<file path="config.mk">
export PLATFORM = sky130hd
export DESIGN_NAME = irq_reg
export DESIGN_NICKNAME = d
export VERILOG_FILES = /design/src/rtl/irq_reg.sv
export SDC_FILE = /design/constraint.sdc
export NUM_CORES = 1
export LEC_CHECK = 0
export CAP_MARGIN = 15
export CORE_UTILIZATION = 36
export DETAILED_ROUTE_END_ITERATION = 16
export PLACE_DENSITY = 0.81
export SYNTH_ARGS = -nofsm -noshare
export SYNTH_HDL_FRONTEND = slang
export SYNTH_SLANG_ARGS = --single-unit
export TNS_END_PERCENT = 100
</file>
<file path="constraint.sdc">
create_clock -name wb_clk -period 2.15 [get_ports wb_clk]
set_input_delay 0.3225 -clock wb_clk [delete_from_list [all_inputs] [get_ports wb_clk]]
set_output_delay 0.3225 -clock wb_clk [all_outputs]
set_load 0.005 [all_outputs]
</file>
<file path="src/rtl/irq_reg.sv">
// irq_reg: edge-triggered interrupt controller on a Wishbone-style data bus.
// Ports: wb_clk/wb_rst (async active-low); wb_dbus_adr/dat/we/cyc in, ack/rdt out;
//        irq_in[REG_WIDTH] request lines in, irq out to the CPU.
// Latency: ack and rdt are registered one cycle after select. Without IRQ_SYNC_EN,
//          a rising irq_in sets state at the next edge. With IRQ_SYNC_EN, a
//          2-flop synchronizer adds 2 cycles to state and SIGNAL.
module irq_reg #(
    parameter int                ADDR_W    = 8,
    parameter logic [ADDR_W-1:0] ADDR      = 8'h00,
    parameter int                REG_WIDTH = 8
) (
    input  logic                 wb_clk,
    input  logic                 wb_rst,
    input  logic [31:0]          wb_dbus_adr,
    input  logic [31:0]          wb_dbus_dat,
    input  logic                 wb_dbus_we,
    input  logic                 wb_dbus_cyc,
    output logic                 ack,
    output logic [31:0]          rdt,
    input  logic [REG_WIDTH-1:0] irq_in,
    output logic                 irq
);

    localparam logic [2:0] OFF_ENABLE = 3'd0;
    localparam logic [2:0] OFF_STATE  = 3'd1;
    localparam logic [2:0] OFF_ACK    = 3'd2;
    localparam logic [2:0] OFF_SIGNAL = 3'd3;
    localparam logic [2:0] OFF_SET_EN = 3'd4;
    localparam logic [2:0] OFF_CLR_EN = 3'd5;

    logic [REG_WIDTH-1:0] enable;
    logic [REG_WIDTH-1:0] state;
    logic [REG_WIDTH-1:0] prev;
    logic [REG_WIDTH-1:0] signal;
    logic [REG_WIDTH-1:0] rise;
    logic [REG_WIDTH-1:0] wdat;
    logic [REG_WIDTH-1:0] ack_clr;
    logic [2:0]           offset;
    logic                 sel;
    logic                 wr;
    logic                 rd;
    logic [31:0]          rd_mux;

    // Address bits below the offset and between offset and decode field are
    // deliberately ignored; fold them here so they count as consumed.
    logic unused_bus;
    assign unused_bus = ^{wb_dbus_adr, wb_dbus_dat};

    assign sel    = wb_dbus_cyc && (wb_dbus_adr[31:32-ADDR_W] == ADDR);
    assign offset = wb_dbus_adr[4:2];
    // Side effects happen only on the edge where ack rises, so a held cyc
    // performs one access per ack pulse.
    assign wr     = sel && !ack && wb_dbus_we;
    assign rd     = sel && !ack && !wb_dbus_we;
    assign wdat   = wb_dbus_dat[REG_WIDTH-1:0];

`ifdef IRQ_SYNC_EN
    logic [REG_WIDTH-1:0] sync_q1;
    logic [REG_WIDTH-1:0] sync_q2;

    always_ff @(posedge wb_clk or negedge wb_rst) begin
        if (!wb_rst) begin
            sync_q1 <= '0;
            sync_q2 <= '0;
        end else begin
            sync_q1 <= irq_in;
            sync_q2 <= sync_q1;
        end
    end

    assign signal = sync_q2;
`else
    assign signal = irq_in;
`endif

    assign rise    = signal & ~prev;
    assign ack_clr = (wr && offset == OFF_ACK) ? wdat : '0;

    always_comb begin
        rd_mux = 32'd0;
        case (offset)
            OFF_ENABLE: rd_mux = 32'(enable);
            OFF_STATE:  rd_mux = 32'(state);
            OFF_SIGNAL: rd_mux = 32'(signal);
            default:    rd_mux = 32'd0;
        endcase
    end

    always_ff @(posedge wb_clk or negedge wb_rst) begin
        if (!wb_rst) begin
            ack    <= 1'b0;
            rdt    <= 32'd0;
            enable <= '0;
            state  <= '0;
            prev   <= '0;
        end else begin
            ack  <= sel && !ack;
            rdt  <= rd ? rd_mux : 32'd0;
            prev <= signal;
            // Clear first, then set: a new edge wins over a same-cycle ACK.
            // The edge is qualified by the enable as it stood before any
            // write this cycle, so enabling a line already high sets nothing.
            state <= (state & ~ack_clr) | (rise & enable);
            if (wr) begin
                case (offset)
                    OFF_ENABLE: enable <= wdat;
                    OFF_SET_EN: enable <= enable | wdat;
                    OFF_CLR_EN: enable <= enable & ~wdat;
                    default:    enable <= enable;
                endcase
            end
        end
    end

    assign irq = |(state & enable);

endmodule

</file>
Word level (Yosys, flattened, before mapping)
Cells that the tools add are included.
{"block": "op_classes", "n_bitwise": 10, "n_mux": 4, "n_reduce_logical": 12, "eq_ne": 5}
{"cell": "8-bit case mux with 3 select lines", "count": 2}
{"cell": "8-bit AND", "count": 5}
{"cell": "32-bit 2-to-1 mux", "count": 1}
{"cell": "8-bit inverter", "count": 3}
{"cell": "8-bit OR", "count": 2}
{"cell": "8-bit logical NOT", "count": 1}
{"cell": "8-bit 2-to-1 mux", "count": 1}
{"cell": "8-bit OR reduction", "count": 1}
{"cell": "3-bit by 2-bit == test with 1-bit output (second input constant)", "count": 2}
{"cell": "3-bit == test (second input constant)", "count": 2}
{"cell": "1-bit logical AND", "count": 5}
{"cell": "3-bit by 1-bit == test with 1-bit output (second input constant)", "count": 1}
{"cell": "3-bit logical NOT", "count": 1}
{"cell": "3-bit nonzero test", "count": 1}
{"cell": "1-bit logical NOT", "count": 2}
{"cell": "2-bit AND reduction", "count": 1}
{"block": "totals", "out_inout_bits": 34, "register_bits": 57}

Depth between registers and ports, before layout
Gate-level depths: netlist of the first run.
{"block": "depth", "ltp_word": 9, "depth_mapped": 5, "ltp_nobuf": 4}

Worst setup path after synthesis of the first run
OpenSTA, ideal clock, no wires.
{"block": "synth_timing", "kind": "input to register", "from": "input port wb_dbus_adr[29]", "to": "register enable[6]", "required_ps": 2029, "path_slack_ps": 381, "setup_ps": 121, "t_arrival_ps": 1648, "path_stages": 4, "path_cell_list": "or4_1 nor4_4 o211ai_1 a22o_1"}
{"block": "synth_between", "elab_chain_len": 5}
{"item": "start, declared", "line_no": "14", "text": "input logic [31:0] wb_dbus_adr,"}
{"item": "8-bit logical NOT", "line_no": "49", "text": "assign sel = wb_dbus_cyc && (wb_dbus_adr[31:32-ADDR_W] == ADDR);"}
{"item": "1-bit logical AND", "line_no": "49"}
{"item": "1-bit logical AND (2 in series)", "line_no": "53", "text": "assign wr = sel && !ack && wb_dbus_we;"}
{"item": "2-bit AND reduction (no source line)"}
{"item": "end signal, assigned", "line_no": "106", "text": "OFF_ENABLE: enable <= wdat;"}
{"item": "end signal, assigned", "line_no": "107", "text": "OFF_SET_EN: enable <= enable | wdat;"}
{"item": "end signal, assigned", "line_no": "108", "text": "OFF_CLR_EN: enable <= enable & ~wdat;"}
{"item": "end, declared", "line_no": "31", "text": "logic [REG_WIDTH-1:0] enable;"}
Every way passes these cells.
A chain may end at the register's enable or synchronous reset.

Worst setup path after layout of the first run
{"block": "layout_timing", "from": "input port wb_dbus_adr[28]", "to": "register enable[7]"}
Same word-level chain as after synthesis.

==> impl_metrics.toml, run 1 <==
[layout]
n_antenna_cell = 0
layout.cells.most_common = "sky130_fd_sc_hd__clkdlybuf4s50_1"
final-instance-count-excl-fill = 252
area_growth_pct = 31.8
mostFrequentLayoutCells = "40 x sky130_fd_sc_hd__clkdlybuf4s50_1, 33 x sky130_fd_sc_hd__dfrtp_1, 24 x sky130_fd_sc_hd__conb_1"
num-nets-final = 275
drive_gt1_share_pct = 18.5

[clock_tree]
numCtsBuffers = 5
htree_levels = 2
cts_setup_buffers = 0
clock_sinks = 33
insertion_delay_of_the_later_clocked_pin_in_the_worst_skew_pair_ns = 0.29
cts_max_path_buffers = 2
clock_tree.root_cell = "sky130_fd_sc_hd__clkbuf_8"
post_cts.resized_instances = 0
tritoncts = "yes"
clkSlewWorstSetupHoldPaths_ns = 0.07
number_of_buffers_inserted_for_hold_repair_after_clock_tree_synthesis = 0

[setup_path]
worst_path_max_delay_cell = "sky130_fd_sc_hd__or4_1"
crit_type = "input port to flip-flop"
worst_path_dominant_cell_family = "simple AND/OR/NAND/NOR gates"
cp-end-kind = "flip-flop"
cp_max_fo = 5
timing.critical_path.required_ns = 2.33
reg2reg_to = "enable[7]"
cp_cell_sequence = "clkdlybuf4s50_1, or4_1, nor4_4, buf_4, o211ai_1, a22o_2"
timing.critical_path.buf_inv = 2
worstSetupStartpointType = "input port"
worst-endpoint-arrival_ns = 2.14
ff2ff_path_depth = 5
cp_slowest_stage_delay_ns = 0.63
rrSetupSlack_ns = 0.47
r2r-start = "ack"

[timing]
fin_ws_ns = 0.192
min_period_over_period_pct = 91.0
fmax_ghz = 0.511
setup_violations = 0
rsz0062_at_grt = "no"
period_needed_ns = 1.96
fin_worst_skew_ns = 0.00748
maxSlewViolCount = 0
final-hold-violation-count = 0
setup_total_negative_slack_ns = 0

[logic_synthesis]
synth_top_family_by_area = "compound AO/OA/AOI/OAI gates"
synth-simple-area-share_pct = 11.7
netlist_area_um2 = 1640
synth.yosys.seq_area_share_pct = 50.3
post_synth.cell_area_avg_um2 = 11.3
ys_ff_latch = 33
synthAdderAreaFrac_pct = 0
synth_cell_types = 26
yosysWarningCount = 0
synth_compound_area_share_pct = 18.8
muxShareOfSynthArea_pct = 5.49
synthesis.instances = 145
post_synth_xor_area_fraction_pct = 0

[outcome]
run_status = "completed"

[die]
row_count = 24
die_w_um = 69.5
die_height_um = 69.5
floorplan.initialDensity_pct = 37.7
floorplan.core_area_um2 = 4350
pin_count = 110
fp.dieArea_um2 = 4830

[place]
placedCellCount = 244
place_congestion = 0.750
hpwl_mm = 2.57
place_worst_setup_slack_ns = -0.110
placement.io_buffers = 40

[hold_path]
startpoint_of_the_most_critical_hold_path = "prev[2]"
holdPathEnd = "state[2]"
hold_crit_class = "flip-flop to flip-flop"
timing.hold.worst_path_depth = 1

[detailed_routing]
number_of_remaining_drc_errors = 0
routedWlPerCell_um = 14.3
initialDrtViolationCount = 61
ratio_of_routed_vias_to_standard_cells = 4.95
ant_nets = 0
num_vias = 1247
drt-total-wl_mm = 3.59
detail_route.first_pass.iterations = 4

[global_route]
globalRouteOverflowTotal = 0
grt_max_degree = 34
groute.usage.overall_pct = 16.2
number_of_global_route_vias_before_repair = 1274
grt_pass1_wl_mm = 6.03
initial_antenna_violation_count = 0

[power_and_ir_drop]
power-per-cell-area_nw_per_um2 = 586
power_leakage_nw = 0.941
irDropWorstVdd_v = 0.000216

[run]
cap_viol_max_count = 0
-- stage by stage --
stage	utilization, %	hold slack, ns	power [mW]	area [µm²]
2_1_floorplan	-	0.0269	0.746	1730
3_3_place_gp	47.7	0.398	0.807	2080
3_5_place_dp	47.7	0.416	0.811	2080
4_1_cts	49.7	0.417	1.28	2160
5_1_grt	49.7	0.432	1.32	2160
6_report	49.7	0.407	1.27	2160
-- where the power goes --
group	switching [mW]	internal (mW)
clock network	0.246	0.223
registers	0.0103	0.638
logic	0.0684	0.0825
-- layout make-up --
type                       count  area, µm²
clock buffer                   5       68.8
clock inverter                 3       17.5
fill                         400       2190
inverter                       6       22.5
multi-input combinational    102        681
sequential                    33        826
tap                           52       65.1
timing repair buffer          51        483
-- per-layer routing --
| layer | GRT usage, % | routed length [µm] |
|---|---|---|
| met5 | 0 | 0 |
| met2 | 28.5 | 1870 |
| met1 | 18.0 | 1460 |
| met4 | 5.67 | 38 |
| met3 | 5.81 | 221 |
-- cell usage after synthesis --
cell                        instances  area share (%)
sky130_fd_sc_hd__or4_4              1            0.69
sky130_fd_sc_hd__nor2b_1            1            0.38
sky130_fd_sc_hd__a22o_2             7             4.3
sky130_fd_sc_hd__dfrtp_1           33              50
sky130_fd_sc_hd__a21oi_1            1            0.30
sky130_fd_sc_hd__inv_1              5             1.1
sky130_fd_sc_hd__clkbuf_1           2            0.46
sky130_fd_sc_hd__mux2_2             8             5.5
sky130_fd_sc_hd__buf_6              1            0.69
sky130_fd_sc_hd__nor4_4             2             2.6
sky130_fd_sc_hd__buf_4             24              11
sky130_fd_sc_hd__nor3_1             2            0.61
sky130_fd_sc_hd__conb_1             1            0.23
sky130_fd_sc_hd__nand4_1            1            0.38
sky130_fd_sc_hd__o2bb2ai_1          4             2.1
sky130_fd_sc_hd__a32o_1             4             2.4
sky130_fd_sc_hd__clkinv_1           1            0.23
sky130_fd_sc_hd__o211ai_1           8             3.7
sky130_fd_sc_hd__or2b_1             1            0.46
sky130_fd_sc_hd__a22oi_1           12             5.5
sky130_fd_sc_hd__nor2_1             9             2.1
sky130_fd_sc_hd__or4_1              1            0.46
sky130_fd_sc_hd__nand2_1           13             3.0
sky130_fd_sc_hd__or4bb_1            1            0.69
sky130_fd_sc_hd__and2_1             1            0.38
sky130_fd_sc_hd__a22o_1             1            0.53
-- cell families after synthesis --
logic type,count (synthesis)
other,1
DFF,33
and+or+nand+nor,33
muxes,8
AOI/OAI and AO/OA,37
buffers and inverters,33
-- flip-flops by register name, summed over array words and instances, names as in the netlist --
name,cells
ack,1
enable,8
prev,8
rdt,8
state,8
-- worst max path at each step --
stage | to | depth (start not counted) | from
2_1_floorplan | enable[6] | 4 | wb_dbus_adr[29]
3_3_place_gp | enable[7] | 6 | wb_dbus_adr[25]
3_5_place_dp | enable[1] | 6 | wb_dbus_adr[25]
4_1_cts | enable[7] | 6 | wb_dbus_adr[28]
5_1_grt | enable[2] | 6 | wb_dbus_adr[29]
6_report | enable[7] | 6 | wb_dbus_adr[28]
(Power assumes the default switching activity.)
==> run 2: changes to the inputs <==
--- a/config.mk
+++ b/config.mk
@@ -5,6 +5,7 @@
 export SDC_FILE = /design/constraint.sdc
 export NUM_CORES = 1
 export LEC_CHECK = 0
+export ABC_AREA = 0
 export CAP_MARGIN = 15
 export CORE_UTILIZATION = 36
 export DETAILED_ROUTE_END_ITERATION = 16
==> results of run 2 <==
The final DEF is identical to that of run 1; final timing and power are the same.
==> run 3: changes to the inputs <==
--- a/config.mk
+++ b/config.mk
@@ -5,9 +5,9 @@
 export SDC_FILE = /design/constraint.sdc
 export NUM_CORES = 1
 export LEC_CHECK = 0
-export ABC_AREA = 0
+export ABC_AREA = 1
 export CAP_MARGIN = 15
-export CORE_UTILIZATION = 36
+export CORE_UTILIZATION = 38
 export DETAILED_ROUTE_END_ITERATION = 16
 export PLACE_DENSITY = 0.81
 export SYNTH_ARGS = -nofsm -noshare
==> run 3 against run 2 <==
Maximum frequency grew 1.9%. Flip-flop and latch count stayed put. Wire length increased by 7.8%. Largest cell class unchanged. Critical endpoint is now irq. Sequential power hardly changed. Core utilization is 0.12 points lower. Combinational power grew 14%. Cell area up 8.2%.
==> impl_metrics.toml, run 3 <==
[logic_synthesis]
netlist_area_um2 = 1860
synth_edf_count = 0
synth_cell_types = 20
yosys-top-cells-area = "sky130_fd_sc_hd__dfrtp_1 44%, sky130_fd_sc_hd__buf_4 10%, sky130_fd_sc_hd__nand2_1 8.5%"
synth.yosys.seq_area_share_pct = 44.4
ys_async_rst_share_pct = 100
yosysWarningCount = 0
dominantRegCellSynth = "sky130_fd_sc_hd__dfrtp_1"
synth_top_cell_by_area = "sky130_fd_sc_hd__dfrtp_1"
synthesis.instances = 234
synth.top_cells.by_count = "42 x sky130_fd_sc_hd__nand2_1, 42 x sky130_fd_sc_hd__nor2_1, 33 x sky130_fd_sc_hd__dfrtp_1"
post_synth.cell_area_avg_um2 = 7.96
synth.top_cell.area_share_pct = 44.4
ys_ff_latch = 33

[setup_path]
timing.critical_path.buf_inv = 2
r2r-start = "ack"
ff2ff_path_depth = 6
timing.critical_path.required_ns = 1.83
rrSetupSlack_ns = 0.65
worst-endpoint-arrival_ns = 1.60
cp_max_fo = 4
worstSetupPathDepth = 5
cp-end-kind = "output pin"
worstSetupStartpointType = "flip-flop"
cp_cell_sequence = "inv_1, o22ai_1, nor2_1, nand2_1, clkdlybuf4s50_1"
crit_type = "flip-flop to output pin"
worst_path_dominant_cell_family = "buffers and inverters"
cp_slowest_stage_delay_ns = 0.49
worst_path_max_delay_cell = "sky130_fd_sc_hd__clkdlybuf4s50_1"
reg2reg_to = "enable[3]"

[hold_path]
hold_crit_class = "input port to asynchronous set/reset pin"

[detailed_routing]
num_vias = 1573
routedWlPerCell_um = 11.1
drt-total-wl_mm = 3.87
ratio_of_routed_vias_to_standard_cells = 4.52
ant_nets = 0
initialDrtViolationCount = 81
number_of_remaining_drc_errors = 0
detail_route.first_pass.iterations = 4

[layout]
num-nets-final = 357
area_growth_pct = 25.7
mostFrequentLayoutCells = "42 x sky130_fd_sc_hd__nor2_1, 42 x sky130_fd_sc_hd__nand2_1, 40 x sky130_fd_sc_hd__clkdlybuf4s50_1"
n_antenna_cell = 0
multiInputGateArea_um2 = 787
finish.instance_area_um2 = 2340
drive_gt1_share_pct = 11.4
fillCellCount = 472
ff_latch_area_um2 = 826

[die]
die_height_um = 72.0
fp.dieArea_um2 = 5180
floorplan.initialDensity_pct = 39.4
die_w_um = 72.0
floorplan.core_area_um2 = 4720
pin_count = 110
row_count = 25

[power_and_ir_drop]
irDropWorstVdd_v = 0.000225
power-per-cell-area_nw_per_um2 = 551
power_leakage_nw = 1.06

[clock_tree]
clkSlewWorstSetupHoldPaths_ns = 0.06
clock_tree.root_cell = "sky130_fd_sc_hd__clkbuf_8"
post_cts.resized_instances = 0
cts_max_path_buffers = 2
tritoncts = "yes"
numCtsBuffers = 5
number_of_buffers_inserted_for_hold_repair_after_clock_tree_synthesis = 0
cts_setup_buffers = 0
insertion_delay_of_the_later_clocked_pin_in_the_worst_skew_pair_ns = 0.28
htree_levels = 2
clock_sinks = 33

[global_route]
initial_antenna_violation_count = 0
number_of_global_route_vias_before_repair = 1477
groute.usage.overall_pct = 16.5
grt_pass1_wl_mm = 6.48
grt_max_degree = 34
globalRouteOverflowTotal = 0

[timing]
maxSlewViolCount = 0
setup_violations = 0
fin_worst_skew_ns = 0.00240
final-hold-violation-count = 0
period_needed_ns = 1.92
rsz0062_at_grt = "no"
setup_total_negative_slack_ns = 0
min_period_over_period_pct = 89.4
fmax_ghz = 0.520

[run]
cap_viol_max_count = 0

[place]
place_congestion = 0.828
dpl-instance-area_um2 = 2250
placement.io_buffers = 40
hpwl_mm = 2.88

[outcome]
run_status = "completed"
==> run 3: changes by cell type after synthesis, moves of 5 or more <==
| cell | delta |
|---|---|
| sky130_fd_sc_hd__nand2_1 | +29 |
| sky130_fd_sc_hd__o211ai_1 | -8 |
| sky130_fd_sc_hd__a22o_2 | -7 |
| sky130_fd_sc_hd__mux2_2 | -8 |
| sky130_fd_sc_hd__a22oi_1 | -12 |
| sky130_fd_sc_hd__o22ai_1 | +12 |
| sky130_fd_sc_hd__nor2_1 | +33 |
| sky130_fd_sc_hd__nand4_1 | +7 |
| sky130_fd_sc_hd__inv_1 | +25 |
| sky130_fd_sc_hd__o21ai_2 | +8 |
| sky130_fd_sc_hd__o21ai_0 | +5 |
| sky130_fd_sc_hd__nand3_1 | +7 |
==> run 3: final cells by class <==
type,instances,area share (%)
clock buffer,7,3.69
inverter,32,5.13
sequential,33,35.3
multi-input combinational,164,33.6
timing repair buffer,45,18.7
tap,67,3.58
==> run 3: routing by layer <==
metal | GRT usage, % | share of wire, % | vias up
met1 | 20.1 | 45 | 727
li1 | - | - | 786
met2 | 26.7 | 47 | 52
met3 | 5.14 | 6.0 | 8
met5 | 0 | 0 | -
met4 | 7.63 | 1.9 | 0
==> run 3: report_power, final <==
part	switching (mW)	internal, mW	total [mW]
sequential	0.00874	0.641	0.650
clock	0.214	0.254	0.467
combinational	0.0962	0.0763	0.172
total	0.319	0.971	1.29
==> run 3: cell families (layout without fill, tap and decap cells) <==
logic type	Yosys count	count (layout)	share of synthesized area [%]
and+or+nand+nor	115	115	28.3
buffers and inverters	60	84	18.0
DFF	33	33	44.4
AOI/OAI and AO/OA	25	25	9.14
other	1	24	0.201
==> run 3: how the worst max path moves through the flow <==
stage | start | endpoint | slack, ns
after floorplan | ack | enable[5] | 0.97
after global placement | wb_dbus_adr[27] | enable[7] | 0.27
after detailed placement | wb_dbus_adr[29] | enable[3] | 0.24
after CTS | enable[6] | irq | 0.23
after global routing | enable[6] | irq | 0.15
final | enable[6] | irq | 0.23
==> run 3: per-stage QoR <==
stage                     power, mW  cells  utilization, %  worst slack (ns)  hold slack, ns
after floorplan               0.767    257               -             0.970          0.0269
after global placement        0.830    341            47.7             0.268           0.456
after detailed placement      0.833    341            47.7             0.236           0.458
after CTS                      1.30    348            49.6             0.231           0.443
after global routing           1.35    348            49.6             0.154           0.487
final                          1.29    348            49.6             0.228           0.438
